<file path="src/rtl/rr_arbiter8_if.sv">
// Request/grant bundle between eight requesters and the round-robin arbiter.
// slave  : arbiter side (consumes req/done, produces grant signals)
// master : requester side
interface rr_arbiter8_if;
  logic [7:0] req;
  logic       done;
  logic [7:0] grant;
  logic [2:0] grant_idx;
  logic       grant_valid;
  logic       timeout;

  modport slave (
    input  req, done,
    output grant, grant_idx, grant_valid, timeout
  );

  modport master (
    output req, done,
    input  grant, grant_idx, grant_valid, timeout
  );
endinterface

</file>
<file path="src/rtl/rr_arbiter8.sv">
// rr_arbiter8: 8-way round-robin arbiter with registered index and one-hot grant.
// Optional macro ARB_TIMEOUT_EN: forced release after MAX_HOLD consecutive
// grant cycles, flagged by a one-cycle timeout pulse. Without the macro there
// is no hold counter and timeout is tied low.
module rr_arbiter8 #(
  parameter int MAX_HOLD = 4
) (
  input  logic            clk,
  input  logic            rst_n,
  rr_arbiter8_if.slave    bus
);

  typedef enum logic {IDLE, GRANT} state_t;

  state_t     state_q;
  logic [7:0] grant_q;
  logic [2:0] idx_q;
  logic       valid_q;
  logic [2:0] ptr_q;

  logic [2:0] win_d;
  logic       found_d;
  logic [2:0] cand;
  logic       rel_norm;

  // First requester at or after ptr (mod 8); scan from the far end down so the
  // lowest offset wins the last assignment.
  always_comb begin
    win_d   = ptr_q;
    found_d = 1'b0;
    cand    = ptr_q;
    for (int i = 7; i >= 0; i--) begin
      cand = ptr_q + 3'(i);
      if (bus.req[cand]) begin
        win_d   = cand;
        found_d = 1'b1;
      end
    end
  end

  // Holder gives up the resource, or stops asking for it.
  assign rel_norm = bus.done | ~bus.req[idx_q];

`ifdef ARB_TIMEOUT_EN
  logic [7:0] hold_q;
  logic       timeout_q;
  logic       rel_to;

  // Forced release only counts as a timeout when no normal release coincides.
  assign rel_to = (hold_q == 8'(MAX_HOLD)) & ~rel_norm;

  // Arbiter FSM with hold counter; all outputs registered.
  always_ff @(posedge clk or negedge rst_n) begin
    if (!rst_n) begin
      state_q   <= IDLE;
      grant_q   <= 8'h00;
      idx_q     <= 3'd0;
      valid_q   <= 1'b0;
      ptr_q     <= 3'd0;
      hold_q    <= 8'd0;
      timeout_q <= 1'b0;
    end else begin
      timeout_q <= 1'b0;
      case (state_q)
        IDLE: begin
          if (found_d) begin
            idx_q   <= win_d;
            grant_q <= 8'h01 << win_d;
            valid_q <= 1'b1;
            hold_q  <= 8'd1;
            state_q <= GRANT;
          end
        end
        GRANT: begin
          if (rel_norm || rel_to) begin
            grant_q   <= 8'h00;
            valid_q   <= 1'b0;
            ptr_q     <= idx_q + 3'd1;
            hold_q    <= 8'd0;
            timeout_q <= rel_to;
            state_q   <= IDLE;
          end else if (hold_q != 8'hFF) begin
            hold_q <= hold_q + 8'd1;
          end
        end
        default: state_q <= IDLE;
      endcase
    end
  end

  assign bus.timeout = timeout_q;
`else
  // Arbiter FSM; grant held until done or request drop. Outputs registered.
  always_ff @(posedge clk or negedge rst_n) begin
    if (!rst_n) begin
      state_q <= IDLE;
      grant_q <= 8'h00;
      idx_q   <= 3'd0;
      valid_q <= 1'b0;
      ptr_q   <= 3'd0;
    end else begin
      case (state_q)
        IDLE: begin
          if (found_d) begin
            idx_q   <= win_d;
            grant_q <= 8'h01 << win_d;
            valid_q <= 1'b1;
            state_q <= GRANT;
          end
        end
        GRANT: begin
          if (rel_norm) begin
            grant_q <= 8'h00;
            valid_q <= 1'b0;
            ptr_q   <= idx_q + 3'd1;
            state_q <= IDLE;
          end
        end
        default: state_q <= IDLE;
      endcase
    end
  end

  assign bus.timeout = 1'b0;
`endif

  assign bus.grant       = grant_q;
  assign bus.grant_idx   = idx_q;
  assign bus.grant_valid = valid_q;

endmodule

</file>
<file path="src/flat_wrapper.sv">
// flat-port wrapper written by rule: the top's interface ports become plain ports
module rr_arbiter8_flat 
#(
  parameter int MAX_HOLD = 4
)
  (clk, rst_n, bus_req, bus_done, bus_grant, bus_grant_idx, bus_grant_valid, bus_timeout);
  rr_arbiter8_if bus_i ();
  input  logic clk;
  input  logic rst_n;
  input wire logic [$bits(bus_i.req)-1:0] bus_req;
  input wire logic [$bits(bus_i.done)-1:0] bus_done;
  output wire logic [$bits(bus_i.grant)-1:0] bus_grant;
  output wire logic [$bits(bus_i.grant_idx)-1:0] bus_grant_idx;
  output wire logic [$bits(bus_i.grant_valid)-1:0] bus_grant_valid;
  output wire logic [$bits(bus_i.timeout)-1:0] bus_timeout;
  assign bus_i.req = bus_req;
  assign bus_i.done = bus_done;
  assign bus_grant = bus_i.grant;
  assign bus_grant_idx = bus_i.grant_idx;
  assign bus_grant_valid = bus_i.grant_valid;
  assign bus_timeout = bus_i.timeout;
  rr_arbiter8 #(.MAX_HOLD(MAX_HOLD)) u_core (.clk(clk), .rst_n(rst_n), .bus(bus_i));
endmodule
</file>
<file path="config.mk">
export PLATFORM = sky130hd
export DESIGN_NAME = rr_arbiter8_flat
export DESIGN_NICKNAME = d
export VERILOG_FILES = /design/src/rtl/rr_arbiter8_if.sv /design/src/rtl/rr_arbiter8.sv /design/src/flat_wrapper.sv
export SDC_FILE = /design/constraint.sdc
export NUM_CORES = 1
export LEC_CHECK = 0
export ABC_AREA = 1
export CORE_ASPECT_RATIO = 0.6
export CORE_MARGIN = 8
export CORE_UTILIZATION = 40
export CTS_BUF_LIST = sky130_fd_sc_hd__clkbuf_4 sky130_fd_sc_hd__clkbuf_8
export DETAILED_ROUTE_END_ITERATION = 10
export SLEW_MARGIN = 5
export SYNTH_ARGS = -nofsm -noshare
export SYNTH_HDL_FRONTEND = slang
export SYNTH_SLANG_ARGS = --single-unit
</file>
<file path="constraint.sdc">
create_clock -name clk -period 2.9 [get_ports clk]
set_input_delay 0.29 -clock clk [delete_from_list [all_inputs] [get_ports clk]]
set_output_delay 0.29 -clock clk [all_outputs]
set_load 0.005 [all_outputs]
</file>
==> results of run 1 <==
## worst paths after layout
kind | to | slack [ns] | depth (start not counted)
max | u_core.bus.grant[7] | 0.45 | 14
min | u_core.bus.grant[5] | 0.47 | 1
max reg2reg | u_core.bus.grant[7] | 0.45 | 14
min reg2reg | u_core.bus.grant[1] | 0.48 | 2
max in group asynchronous | u_core.ptr_q[2] | 1.98 | 1
min in group clk | u_core.bus.grant[1] | 0.48 | 2
## cell families after synthesis
logic type	Yosys count
simple gates	138
buf+inv	29
compound gates	22
flops	16
xor+xnor	4
fa+ha+maj	3
other cells	1
## cell usage after synthesis
master / n / area share (%)
inv_2: 5 / 1.3
a21oi_1: 5 / 1.8
o21ai_1: 1 / 0.36
o21bai_1: 1 / 0.54
conb_1: 1 / 0.27
inv_4: 1 / 0.45
a31oi_1: 1 / 0.45
dfrtp_1: 16 / 29
nand3_2: 3 / 2.1
nand3_1: 41 / 15
xnor2_1: 3 / 1.9
buf_4: 3 / 1.6
nand2_4: 1 / 0.80
nand2_1: 72 / 19
a31oi_4: 1 / 1.5
nand2_2: 8 / 3.6
a21oi_4: 2 / 2.3
nand3b_1: 1 / 0.54
nor2_4: 2 / 1.6
nor2_1: 8 / 2.1
xor2_1: 1 / 0.63
ha_1: 3 / 2.7
o21ai_0: 9 / 3.2
clkinv_2: 1 / 0.36
o221ai_1: 2 / 1.3
nor2_2: 2 / 0.89
inv_1: 19 / 5.1
## state kept, by name, indices dropped and copies added, names as in the netlist
register,cells
u_core.bus.grant,8
u_core.bus.grant_valid,1
u_core.bus.grant_idx,3
u_core.state_q,1
u_core.ptr_q,3
## cell type report
class,count,area [um2]
Inverter,26,101
Fill cell,331,1570
Tap cell,45,56.3
Multi-Input combinational cell,168,876
Clock buffer,4,55.1
Sequential cell,16,400
Timing Repair Buffer,25,243
## metal layers
layer,wire [um],vias to the layer above
li1,-,739
met1,2200,684
met2,1600,64
met3,336,2
met4,6,0
met5,0,-
## metrics by stage
step                      hold WS [ns]  worst slack [ns]  instance area (um2)  std cells  util, %
after floorplan               -0.00559             0.753                 1400        213        -
after global placement           0.463             0.542                 1680        280     50.8
after detailed placement         0.465             0.503                 1680        280     50.8
after CTS                        0.482             0.473                 1730        284     52.4
after global routing             0.512             0.257                 1730        284     52.4
final                            0.471             0.447                 1730        284     52.4
==> impl_metrics.yaml, run 1 <==
finish:
  antennaDiodeCount: 0
  mostFrequentLayoutCells: "nand2_1 (72), nand3_1 (41), clkdlybuf4s50_1 (22), inv_1 (19), dfrtp_1 (16)"
  synthToLayoutAreaGrowth_pct: 23.7
  layout_commonest_cell: "nand2_1"
  drive_above_1_share_pct: 13.8
  nets: 254
sta:
  final.min_clock_period_ns: 2.45
  slew_headroom_pct: 51.8
  hold_viol: 0
  drv_slew: 0
  fin_skew_ns: 0.00206
  fmax_mhz: 408
  period_share_pct: 84.6
  tightest_slew_ns: 0.721
  setup-tns-final_ns: 0
  setup_viol: 0
  rsz0062_at_grt: "false"
placed_design:
  place.gp.congestion: 0.884
  post-dp-hpwl_um: 3420
  port_buffers: 22
cts:
  cts_buffers: 3
  clock_path_buffers: 2
  cts_sinks: 16
  clock_latency_ns: 0.25
  cts-resized-gates: 0
  cts_tree: "done"
  h-tree-depth: 1
  cts_setup_buffers: 0
  hold_buffers: 0
  cts_root_buf: "clkbuf_8"
  path_clk_slew_ns: 0.07
synthesis:
  synthAdderAreaFrac_pct: 2.68
  synth_compound_gate_area_share_pct: 11.4
  syn_avg_cell_area_um2: 6.57
  synth-seq-cells: 16
  synth_cells: 213
  syn-cell-area_um2: 1400
  synth_cell_types: 27
  synth.yosys.seq_area_share_pct: 28.6
  yosys.area_share.simple_pct: 45.7
  synth.net_count: 227
  yosys.area_share.xor_xnor_pct: 2.50
  yosys_warnings: 0
  synthMuxAreaShare_pct: 0
  synth_top_family_by_area: "simple AND/OR/NAND/NOR gates"
hold_path:
  hold_class: "primary input to async pin"
floorplanning:
  core-area_um2: 3300
  die_w_um: 92.4
  row_count: 16
  start_util_pct: 42.4
  dieArea_um2: 5710
  die-height_um: 61.8
  io_pins: 24
grt:
  top_usage_layer: "met1"
  antenna_found_initial: 0
  grt_pass1_wl_um: 6890
  grt_use_met2_pct: 21.0
  grt_util_all_layers_pct: 15.3
  grtUsageMet3_pct: 4.92
  overflow: 0
  met1_usage_pct: 22.9
  grt_max_degree: 17
  first_global_vias: 1386
worst_setup_path:
  critical-path-top-delay-family: "simple AND/OR/NAND/NOR gates"
  path_cells: "inv_2 -> ha_1 -> inv_2 -> nand3_1 -> nand3_1 -> nand2_2 -> inv_1 -> nand2_2 -> nor2_2 -> a31oi_4 -> inv_4 -> a21oi_4 -> nand3_1 -> nand2_1"
  cp_data_arrival_time_ns: 2.64
  cp-start-kind: "flip-flop"
  startpoint: "u_core.ptr_q[0]"
  cp_common_cell: "nand3_1"
  cp_slowest_stage_delay_ns: 0.42
  r2r_start: "u_core.ptr_q[0]"
  path_buf_inv: 4
  cp_slowest_cell: "ha_1"
  critPathMaxFanout: 10
  crit_path_end_kind: "flip-flop"
  crit_required_ns: 3.09
  setup.worst_path.class: "flip-flop to flip-flop"
detailed_routing:
  drc: 0
  vias: 1489
  antenna_left: 0
  vias_per_cell: 5.24
  wire_per_inst_um: 14.6
  drtPass1Iterations: 5
  wirelength_um: 4150
  drt_iter0_markers: 158
job:
  drv_cap: 0
outcome:
  status: "complete, no violations"
Power of run 1 is left out: the tool's default activity adds up to more than one toggle a clock period on the data nets, which glitch-free logic cannot reach.
==> run 2, diff against run 1 <==
PLACE_DENSITY = 0.66   (was unset)
clock period = 2.1 ns   (was 2.9 ns; I/O delays follow)
==> run 2 against run 1 <==
Against the previous run:
- the run now ends with setup timing left
- worst setup slack got worse by 0.45 ns
- routed wire length increased by 20%
- cell area grew 29%
- global-route usage grew 0.45 points
- hold slack got worse by 0.20 ns
- clock skew fell by 0.00058 ns
- via count up 9.9%
- flip-flop and latch count is the same
- die area is the same
- register-to-register slack worse by 0.45 ns
==> impl_metrics.yaml, run 2 (synthesized netlist as in run 1, its figures left out) <==
worst_setup_path:
  cp-start-kind: "flip-flop"
  rr_worst_depth: 15
  r2r_start: "u_core.ptr_q[1]"
  reg2reg_to: "u_core.bus.grant[0]"
  cp_data_arrival_time_ns: 2.29
  critPathMaxFanout: 6
  crit_required_ns: 2.29
  r2r_slack_ns: -0.0009
  cp_common_cell: "nand2_1"
  crit_path_end_kind: "flip-flop"
  cp_slowest_cell: "dfrtp_2"
  path_cells: "inv_2 -> ha_4 -> inv_6 -> nand3_4 -> nand3_1 -> nand2_2 -> a31oi_1 -> nand2_1 -> nand2_1 -> nand2_1 -> nand2_2 -> nand2_1 -> nor2_4 -> nand3_1 -> nand2_1"
  setup.worst_path.class: "flip-flop to flip-flop"
  cp_slowest_stage_delay_ns: 0.43
detailed_routing:
  wirelength_um: 4980
  vias_per_cell: 5.35
  drt_iter0_markers: 169
  vias: 1637
  drc: 0
  wire_per_inst_um: 16.3
  drtPass1Iterations: 4
  antenna_left: 0
sta:
  period_share_pct: 100
  setup_viol: 1
  final.min_clock_period_ns: 2.10
  fmax_mhz: 476
  fin_skew_ns: 0.00148
  timing.final.ws_setup_ns: -0.000884
  setup-tns-final_ns: -0.000884
  hold_viol: 0
  rsz0062_at_grt: "true"
  drv_slew: 0
grt:
  grt_max_degree: 17
  overflow: 0
  grt_util_all_layers_pct: 15.8
  grt_pass1_wl_um: 7010
  antenna_found_initial: 0
  first_global_vias: 1392
floorplanning:
  start_util_pct: 42.4
  die-height_um: 61.8
  row_count: 16
  dieArea_um2: 5710
  die_w_um: 92.4
  io_pins: 24
  core-area_um2: 3300
finish:
  final_util_pct: 67.4
  nets: 276
  synthToLayoutAreaGrowth_pct: 59.1
  layout.area.seq_um2: 405
  antennaDiodeCount: 0
  drive_above_1_share_pct: 39.5
  layout_commonest_cell: "nand2_1"
  multiInputGateArea_um2: 1180
  n_fill_cell: 275
  mostFrequentLayoutCells: "nand2_1 (59), clkdlybuf4s50_1 (22), buf_4 (22), nand3_2 (20), nand3_1 (18)"
  largest_reg_flops: 8
cts:
  cts_sinks: 16
  cts_buffers: 3
  hold_buffers: 0
  cts_tree: "done"
  clock_latency_ns: 0.25
  h-tree-depth: 1
  path_clk_slew_ns: 0.07
  cts_root_buf: "clkbuf_8"
  clock_path_buffers: 2
outcome:
  violations: "setup timing"
  status: "finished with violations"
placed_design:
  post-dp-hpwl_um: 3320
  port_buffers: 22
  place.gp.congestion: 0.921
job:
  drv_cap: 0
hold_path:
  hold_class: "primary input to async pin"
-- run 2: worst max-delay path: cells and delay by family (launching register included) --
kind | cells | cell delay, ns
flops | 1 | 0.43
buf+inv | 2 | 0.20
simple gates | 11 | 1.00
compound gates | 1 | 0.16
fa+ha+maj | 1 | 0.25
-- run 2: how the worst max path moves through the flow --
stage | start | cells after the start | end
after floorplan | u_core.ptr_q[1] | 14 | u_core.bus.grant[4]
after global placement | u_core.ptr_q[0] | 13 | u_core.bus.grant[4]
after detailed placement | u_core.ptr_q[0] | 13 | u_core.bus.grant[4]
after CTS | u_core.ptr_q[0] | 13 | u_core.bus.grant[4]
after global routing | u_core.ptr_q[1] | 17 | u_core.bus.grant[6]
final | u_core.ptr_q[1] | 15 | u_core.bus.grant[0]
-- run 2: repair_timing --
| item | CTS | global route |
|---|---|---|
| pin swaps | 4 | 16 |
| gates resized for setup | 7 | 61 |
| setup buffers | 4 | 2 |
| endpoints found under the setup margin | 11 | 11 |
-- run 2: area by class of cell --
type                    instances  area share (%)
clock buffers                   4            2.47
well taps                      45            2.53
inverters                      26            4.78
flip-flops and latches         16            18.2
repair buffers                 47            18.8
multi-input cells             168            53.2
-- run 2: layer usage --
layer,wire (um),vias up,global-route usage (%)
li1,-,792,-
met1,2450,758,25.0
met2,1960,83,19.2
met3,558,4,4.92
met4,12,0,2.27
met5,0,-,0
-- run 2: stage by stage --
stage | cell area [um2] | std cells | worst slack, ns | hold slack, ns
after floorplan | 1410 | 213 | 0.0516 | -0.0856
after global placement | 1810 | 296 | -0.184 | 0.464
after detailed placement | 1810 | 296 | -0.172 | 0.472
after CTS | 1930 | 304 | -0.00226 | 0.285
after global routing | 2230 | 306 | -0.154 | 0.301
final | 2230 | 306 | -0.000884 | 0.275
Power of run 2 is left out for the same reason.
==> run 3, diff against run 2 <==
MAX_ROUTING_LAYER = met4   (was unset)
PLACE_DENSITY = 0.71   (was 0.66)
SLEW_MARGIN = 20   (was 5)
==> run 3 against run 2 <==
Against the previous run:
- the run still ends with setup timing left
- first-iteration DRC count rose by 14%
- final cell count rose by 0.98%
- die area did not move
- critical path type unchanged
- highest routed layer unchanged
- clock-buffer cell count did not move
- non-clock buffer count rose by 3
- register-to-register slack got worse by 0.05 ns
- sequential share of layout area fell by 0.087 points
==> impl_metrics.yaml, run 3 (synthesized netlist as in run 1, its figures left out) <==
outcome:
  status: "finished with violations"
  violations: "setup timing"
grt:
  antenna_found_initial: 0
  first_global_vias: 1399
  overflow: 0
  grt_util_all_layers_pct: 16.2
  grt_pass1_wl_um: 6990
  grt_max_degree: 17
floorplanning:
  die_w_um: 92.4
  row_count: 16
  die-height_um: 61.8
  start_util_pct: 42.4
  io_pins: 24
  dieArea_um2: 5710
  core-area_um2: 3300
placed_design:
  post-dp-hpwl_um: 3480
  place.gp.congestion: 0.985
  port_buffers: 22
  placed_cells: 298
sta:
  rsz0062_at_grt: "true"
  final.min_clock_period_ns: 2.15
  hold_viol: 0
  setup-tns-final_ns: -0.200
  period_share_pct: 102
  drv_slew: 0
  timing.final.ws_setup_ns: -0.0488
  fin_skew_ns: 0.00180
  setup_viol: 8
  fmax_mhz: 465
hold_path:
  hold_class: "primary input to async pin"
cts:
  clock_latency_ns: 0.25
  cts_tree: "done"
  path_clk_slew_ns: 0.07
  cts_buffers: 3
  clock_path_buffers: 2
  cts_root_buf: "clkbuf_8"
  h-tree-depth: 1
  cts_sinks: 16
  hold_buffers: 0
worst_setup_path:
  cp_data_arrival_time_ns: 2.34
  crit_path_end_kind: "flip-flop"
  crit_required_ns: 2.29
  critPathMaxFanout: 8
  setup.worst_path.class: "flip-flop to flip-flop"
  cp-start-kind: "flip-flop"
detailed_routing:
  vias: 1645
  drt_iter0_markers: 192
  drtPass1Iterations: 4
  wire_per_inst_um: 15.7
  antenna_left: 0
  drc: 0
  vias_per_cell: 5.32
  wirelength_um: 4860
finish:
  layout.area.seq_um2: 402
  mostFrequentLayoutCells: "nand2_1 (61), nand3_2 (23), clkdlybuf4s50_1 (22), buf_4 (21), nand3_1 (19)"
  instances_no_fill: 309
  drive_above_1_share_pct: 39.4
  layout_commonest_cell: "nand2_1"
  nets: 279
  synthToLayoutAreaGrowth_pct: 58.4
  multiInputGateArea_um2: 1120
  n_fill_cell: 277
  largest_reg_flops: 8
  antennaDiodeCount: 0
job:
  drv_cap: 0
-- run 3: cell type report --
type                            instances  area share (%)
Multi-Input combinational cell        168            50.5
Inverter                               26            5.02
Timing Repair Buffer                   50            21.4
Sequential cell                        16            18.1
Tap cell                               45            2.54
Clock buffer                            4            2.48
-- run 3: final timing paths --
| check | from | end | slack, ns | cells past startpoint |
|---|---|---|---|---|
| min reg2reg | u_core.bus.grant_valid | u_core.bus.grant_valid | 0.49 | 2 |
| min in group clk | u_core.bus.grant_valid | u_core.bus.grant_valid | 0.49 | 2 |
| max reg2reg | u_core.ptr_q[1] | u_core.bus.grant[5] | -0.05 | 14 |
| min | rst_n | u_core.bus.grant_idx[1] | 0.28 | 2 |
| max | u_core.ptr_q[1] | u_core.bus.grant[5] | -0.05 | 14 |
| max in group asynchronous | rst_n | u_core.ptr_q[1] | 1.61 | 2 |
-- run 3: repair_timing --
action	4_1_cts	5_1_grt
setup buffers	2	5
cloned	0	0
pin swaps	5	17
setup endpoints to repair	11	12
gates resized for setup	6	56
-- run 3: routing by layer --
layer	vias up	share of wire, %	global-route usage [%]
li1	790	-	-
met1	788	50	23.5
met2	58	42	20.3
met3	9	7.4	5.76
met4	0	1.4	2.50
met5	-	0	-
-- run 3: per-stage QoR --
stage          setup WS [ns]  cell area (um2)  hold slack, ns  utilization (%)
4_1_cts             0.000758             1940           0.294             58.8
3_5_place_dp         -0.0979             1840           0.465             55.6
5_1_grt               -0.147             2220           0.330             67.1
3_3_place_gp          -0.115             1840           0.464             55.6
2_1_floorplan         0.0516             1410         -0.0856                -
6_report             -0.0488             2220           0.284             67.1
-- run 3: critical path, stage by stage, from the launching register on --
cell	delay, ns
dfrtp_2	0.41
inv_2	0.09
ha_4	0.25
inv_6	0.10
nand3_2	0.10
nand3_2	0.11
nand2_2	0.09
nor2_4	0.10
nand2_4	0.07
nor2_4	0.10
a31oi_4	0.12
buf_12	0.15
nor2_4	0.21
nand2_1	0.09
nand2_1	0.09
Power of run 3 is left out for the same reason.
